### src/rtl/uart_frame_decoder.sv
// Six-byte UART command-frame decoder: CMD, A_HI, A_LO, B_HI, B_LO, CHK.
// Presents a checked operand set to the FPU and reports header, checksum and timeout errors.
module uart_frame_decoder #(
  parameter int TIMEOUT_CYCLES = 50000
) (
  input  logic        clk,
  input  logic        rst,
  input  logic        rx_valid,
  input  logic [7:0]  rx_data,
  input  logic        fpu_ready,
  output logic [15:0] op_a,
  output logic [15:0] op_b,
  output logic [1:0]  opcode,
  output logic        frame_valid,
  output logic        frame_err,
  output logic [1:0]  err_code,
  output logic        overrun,
  output logic        busy
);

  localparam int CNT_W = $clog2(TIMEOUT_CYCLES) + 1;
  localparam logic [CNT_W-1:0] CNT_TERM = CNT_W'(TIMEOUT_CYCLES - 1);

  typedef enum logic [2:0] {
    IDLE, GET_AH, GET_AL, GET_BH, GET_BL, GET_CHK, ISSUE
  } state_e;

  typedef enum logic [1:0] {
    ERR_NONE = 2'b00, ERR_HDR = 2'b01, ERR_CHK = 2'b10, ERR_TMO = 2'b11
  } err_e;

  state_e           state_q,     state_d;
  logic [15:0]      op_a_q,      op_a_d;
  logic [15:0]      op_b_q,      op_b_d;
  logic [1:0]       opcode_q,    opcode_d;
  logic [7:0]       xor_q,       xor_d;
  logic [CNT_W-1:0] cnt_q,       cnt_d;
  err_e             err_code_q,  err_code_d;
  logic             frame_err_q, frame_err_d;
  logic             overrun_q,   overrun_d;

  logic in_frame;
  logic hdr_ok;

  assign in_frame = (state_q == GET_AH) || (state_q == GET_AL) || (state_q == GET_BH)
                 || (state_q == GET_BL) || (state_q == GET_CHK);
  assign hdr_ok   = (rx_data[7:4] == 4'hA) && (rx_data[3:2] == 2'b00);

  // NOTE: every _d gets its hold value before the case, so no path leaves one unassigned (no latches).
  always_comb begin
    state_d     = state_q;
    op_a_d      = op_a_q;
    op_b_d      = op_b_q;
    opcode_d    = opcode_q;
    xor_d       = xor_q;
    cnt_d       = '0;
    err_code_d  = err_code_q;
    frame_err_d = 1'b0;
    overrun_d   = overrun_q;

    // Inter-byte gap timer; a byte arriving on the terminal count takes priority.
    if (in_frame && !rx_valid) begin
      if (cnt_q == CNT_TERM) begin
        state_d     = IDLE;
        frame_err_d = 1'b1;
        err_code_d  = ERR_TMO;
      end else begin
        cnt_d = cnt_q + CNT_W'(1);
      end
    end

    if (rx_valid) begin
      unique case (state_q)
        IDLE: begin
          if (hdr_ok) begin
            state_d  = GET_AH;
            opcode_d = rx_data[1:0];
            xor_d    = rx_data;
          end else begin
            frame_err_d = 1'b1;
            err_code_d  = ERR_HDR;
          end
        end
        GET_AH: begin
          op_a_d[15:8] = rx_data;
          xor_d        = xor_q ^ rx_data;
          state_d      = GET_AL;
        end
        GET_AL: begin
          op_a_d[7:0] = rx_data;
          xor_d       = xor_q ^ rx_data;
          state_d     = GET_BH;
        end
        GET_BH: begin
          op_b_d[15:8] = rx_data;
          xor_d        = xor_q ^ rx_data;
          state_d      = GET_BL;
        end
        GET_BL: begin
          op_b_d[7:0] = rx_data;
          xor_d       = xor_q ^ rx_data;
          state_d     = GET_CHK;
        end
        GET_CHK: begin
          if (rx_data == xor_q) begin
            state_d = ISSUE;
          end else begin
            state_d     = IDLE;
            frame_err_d = 1'b1;
            err_code_d  = ERR_CHK;
          end
        end
        ISSUE: overrun_d = 1'b1;
        default: state_d = IDLE;
      endcase
    end

    if (state_q == ISSUE && fpu_ready) begin
      state_d = IDLE;
    end
  end

  // NOTE: state registers use non-blocking assignments so all flops update together on the edge.
  always_ff @(posedge clk or posedge rst) begin
    if (rst) begin
      state_q     <= IDLE;
      op_a_q      <= '0;
      op_b_q      <= '0;
      opcode_q    <= '0;
      xor_q       <= '0;
      cnt_q       <= '0;
      err_code_q  <= ERR_NONE;
      frame_err_q <= 1'b0;
      overrun_q   <= 1'b0;
    end else begin
      state_q     <= state_d;
      op_a_q      <= op_a_d;
      op_b_q      <= op_b_d;
      opcode_q    <= opcode_d;
      xor_q       <= xor_d;
      cnt_q       <= cnt_d;
      err_code_q  <= err_code_d;
      frame_err_q <= frame_err_d;
      overrun_q   <= overrun_d;
    end
  end

  assign op_a        = op_a_q;
  assign op_b        = op_b_q;
  assign opcode      = opcode_q;
  assign frame_valid = (state_q == ISSUE);
  assign frame_err   = frame_err_q;
  assign err_code    = err_code_q;
  assign overrun     = overrun_q;
  assign busy        = (state_q != IDLE);

endmodule

### config.mk
export PLATFORM = sky130hd
export DESIGN_NAME = uart_frame_decoder
export DESIGN_NICKNAME = d
export VERILOG_FILES = /design/src/rtl/uart_frame_decoder.sv
export SDC_FILE = /design/constraint.sdc
export NUM_CORES = 1
export LEC_CHECK = 0
export CORE_ASPECT_RATIO = 0.6
export CORE_MARGIN = 2
export CORE_UTILIZATION = 45
export DETAILED_ROUTE_END_ITERATION = 10
export GPL_TIMING_DRIVEN = 1
export HOLD_SLACK_MARGIN = 0.05
export PLACE_DENSITY = 0.72
export SLEW_MARGIN = 30
export SYNTH_ARGS = -nofsm -noshare
export SYNTH_HDL_FRONTEND = slang
export SYNTH_SLANG_ARGS = --single-unit
### constraint.sdc
create_clock -name clk -period 2.4 [get_ports clk]
set_clock_uncertainty 0.1 [all_clocks]
set_input_delay 0.72 -clock clk [delete_from_list [all_inputs] [get_ports clk]]
set_output_delay 0.72 -clock clk [all_outputs]
set_load 0.005 [all_outputs]
; ---- After elaboration in Yosys (flattened, before gate mapping)
; Cells that the tools add are included.
[word_totals]
out_inout_bits = 40
input_bits = 12
register_bits = 66
[op_classes]
addsub = 1
n_bitwise = 1
eq_ne = 10
mux = 23
n_reduce_logical = 20
[ops]
columns = op, count
row1 = 2-to-1 mux 17 bit, 2
row2 = one-hot mux 3 bit (7 select lines), 1
row3 = 2-to-1 mux 3 bit, 6
row4 = "adder 17 x 1 -> 17 bit, second input constant", 1
row5 = "== test 17 x 16 -> 1 bit, second input constant", 1
row6 = one-hot mux 8 bit (2 select lines), 1
row7 = 2-to-1 mux 2 bit, 5
row8 = AND reduction 2 bit, 5
row9 = "== test 3 bit, second input constant", 3
row10 = == test 8 bit, 1
row11 = 2-to-1 mux 8 bit, 1
row12 = XOR 8 bit, 1
row13 = "== test 3 x 2 -> 1 bit, second input constant", 2
row14 = AND reduction 3 bit, 2
row15 = 2-to-1 mux 1 bit, 5
row16 = "== test 4 bit, second input constant", 1
row17 = logical OR 1 bit, 4
row18 = one-hot mux 2 bit (2 select lines), 1
row19 = OR reduction 4 bit, 1
row20 = "== test 3 x 1 -> 1 bit, second input constant", 1
row21 = logical AND 1 bit, 3
row22 = zero test 3 bit, 1
row23 = nonzero test 3 bit, 1
row24 = zero test 2 bit, 1
row25 = 4 further kinds, 4

; ---- Longest topological paths before layout
[logic_depth]
depth_word = 11
ltp_mapped = 7
depth_no_buf = 6

; ---- Least setup slack after synthesis
; Ideal clock, no wire load.
[synth_path]
path_kind = in2reg
startpoint = input rx_data[2]
endpoint = register opcode_q[0] (netlist: opcode[0])
arrival_ps = 1714
stages = 5
setup_slack_ps = 461
n_path_buf = 1
required_time_ps = 2175
cell_sequence = buf_2 -> nor4b_2 -> and3b_1 -> nand3_1 -> mux2_2
[synth_via]
elab_chain_len = 3
[synth_rtl]
columns = element, line_no
row1 = "start, declared", 9  ; input logic [7:0] rx_data,
row2 = zero test 2 bit, 47  ; assign hdr_ok = (rx_data[7:4] == 4'hA) && (rx_data[3:2] == 2'b00);
row3 = logical AND 1 bit, 47
row4 = AND reduction 3 bit (no source line), n/a
row5 = "end signal, assigned", 139  ; opcode_q <= opcode_d;
row6 = "end, declared", 35  ; logic [1:0] opcode_q, opcode_d;
; No other way between the ends.
; A chain may end at the register's enable or synchronous reset.

; ---- Worst setup path in the final report
[layout_path]
startpoint = register state_q[1]
endpoint = output busy
[layout_via]
elab_chain_len = 1
[layout_rtl]
columns = element, line_no
row1 = "start, declared", 32  ; state_e state_q, state_d;
row2 = "start signal, assigned", 136  ; state_q <= state_d;
row3 = nonzero test 3 bit, 155  ; assign busy = (state_q != IDLE);
row4 = "end, declared", 18  ; output logic busy
; No other way between the ends.

==> results.cfg <==
[setup_path]
worstPathMaxFanout = 4
required_ps = 1580
arrival_ps = 1510
slowest_stage = dfrtp_2
cp-start-kind = flip-flop
crit_type = flip-flop to output pin
end_kind = output pin
slowest_delay_ps = 450
crit_chain = nor3_4, inv_2, clkdlybuf4s50_1

[sta]
worst_pin_slew_ps = 673
whs_ps = 402
setup_ws_ps = 68.3
hold_violations = 0
slew_headroom = 0.551
fmax_ghz = 0.429
period_minus_slack_ps = 2330
drv_slew = 0
setup_violations = 0
min_period_over_period = 0.972

[layout]
final_common_cell = dfrtp_1
fin_nets = 361
final_cell_mix = dfrtp_1 (64), clkdlybuf4s50_1 (50), mux2_2 (34)
drive_gt1_frac = 0.284
antenna_cells = 0
syn_to_final_growth_pct = 36.5

[route]
drc_errors = 0
num_vias = 2305
ant_nets = 0
wl_per_cell_microns = 16.6
via_per_inst = 5.25
drt_wl_total_microns = 7290
drt-initial-drc-count = 162
dr.pass1.iters = 4

[global_routing]
track_usage = 0.227
grt_pass1_wl_microns = 12100
grt_max_degree = 67
antenna_found_initial = 0
grt_pass1_vias = 2290
overflow = 0

[hold_path]
hp-class = flip-flop to flip-flop

[die]
io_pins = 52
initial_core_util = 0.460
core_sq_mm = 0.00662
fp.dieArea_sq_mm = 0.00746
placementRows = 23
die_h_microns = 67.7
die_w_microns = 110

[power]
vdd_drop_max_v = 0.000674
p_leak_nw = 1.76
powerDensity_mw_per_mm2 = 1200

[yosys]
syn_area_sq_mm = 0.00305
syn_area_per_cell_sq_um = 11.4
yosysWarnings = 0
synth_ff_type = dfrtp_1
synth-edff-count = 0
syn_inst = 268
async_flop_share = 1.00
synth.net_count = 281
synth_cell_types = 41
synth-seq-cells = 66
seq_area_frac_synth = 0.542

[clocking]
cts_buffers = 9
h-tree-depth = 3
clock_latency_ps = 330
cts_root_buffer = clkbuf_16
ctsHoldBuffers = 0
cts_buffer_depth = 2
cts_tree = built
path_clk_slew_ps = 50
cts.sinks = 66

[placed_design]
gp_congestion = 0.855
place_ws_ps = -96.9
portBuffers = 51
hpwlAfterDp_microns = 5350

[status]
status = completed

[run]
maxCapViolCount = 0
## worst max-delay path, delay by kind of cell (launching register included)
kind                   cells  cell delay, ps
and+or+nand+nor            1             210
DFF                        1             450
buffers and inverters      2             520
## layout make-up
cell class                      instances  area (sq um)
Fill cell                             536          2460
Sequential cell                        66          1650
Multi-Input combinational cell        182          1300
Timing Repair Buffer                   82           767
Clock buffer                            9           225
Tap cell                               87           109
Clock inverter                          6          67.6
Inverter                                7          30.0
## power by group
part	leakage, nW	internal, W	total [W]	switching (W)
clock	0.138	0.000800	0.00128	0.000478
combinational	0.805	0.00116	0.00189	0.000737
sequential	0.819	0.00153	0.00183	0.000295
total	1.76	0.00349	0.00500	0.00151
## metrics by stage
stage	utilization	power [W]	TNS, ps	cell area [sq um]	instances
2_1_floorplan	-	0.00267	0	3050	268
3_3_place_gp	0.580	0.00364	-163	3840	421
3_5_place_dp	0.580	0.00369	-656	3840	421
4_1_cts	0.627	0.00504	0	4150	438
5_1_grt	0.628	0.00532	-2.78	4160	439
6_report	0.628	0.00500	0	4160	439
## cell families (layout without fill, tap and decap cells)
group,Yosys count,in the layout,share of synthesized area
simple gates,89,89,0.163
buf+inv,20,104,0.0304
xor+xnor,23,23,0.0661
compound gates,35,35,0.0686
fa+ha+maj,1,1,0.00411
mux,34,34,0.126
flops,66,66,0.542
## timing repair
item	CTS	global route
cloned	0	0
buffers inserted	2	1
setup endpoints to repair	2	1
pin swaps	1	1
gates resized for setup	5	0
## flip-flops by register name, summed over array words and instances, names as in the netlist
register / cells
overrun: 1
op_a: 16
op_b: 16
opcode: 2
frame_err: 1
state_q: 3
err_code: 2
xor_q: 8
cnt_q: 17
## synth_stat cells (2+ instances only)
library cell	instances	area (sq um)
a211oi_1	2	15.0
nor4b_2	2	30.0
nor2_1	24	90.1
nand2_1	22	82.6
nor4_1	3	18.8
xor2_1	8	70.1
nor2_2	2	12.5
xnor2_1	15	131
nand3_2	4	40.0
buf_2	10	50.1
mux2_2	34	383
nand4_1	6	37.5
o22ai_1	2	12.5
o21ai_0	7	35.0
nor3_1	2	10.0
a31oi_1	4	25.0
nand3_1	10	50.1
and4_1	2	17.5
dfrtp_1	66	1650
nor3_4	2	32.5
a21oi_1	15	75.1
inv_1	7	26.3
## layer usage
metal	global-route usage	wire [microns]	part of all wire
met2	0.312	2950	0.41
met4	0.0844	81	0.011
met3	0.0647	576	0.079
met1	0.336	3670	0.50
met5	0	0	0
## path summary, 6_finish.rpt
| kind | start | slack, ps | cells after the start | end |
|---|---|---|---|---|
| worst max-delay path | state_q[1] | 70 | 3 | busy |
| worst min-delay path | overrun | 400 | 1 | overrun |
| worst max register to register | cnt_q[0] | 390 | 5 | cnt_q[11] |
| worst min register to register | overrun | 400 | 1 | overrun |
| max in group asynchronous | rst | 1160 | 3 | state_q[1] |
| min in group asynchronous | rst | 720 | 3 | cnt_q[9] |
(Power assumes the default switching activity.)
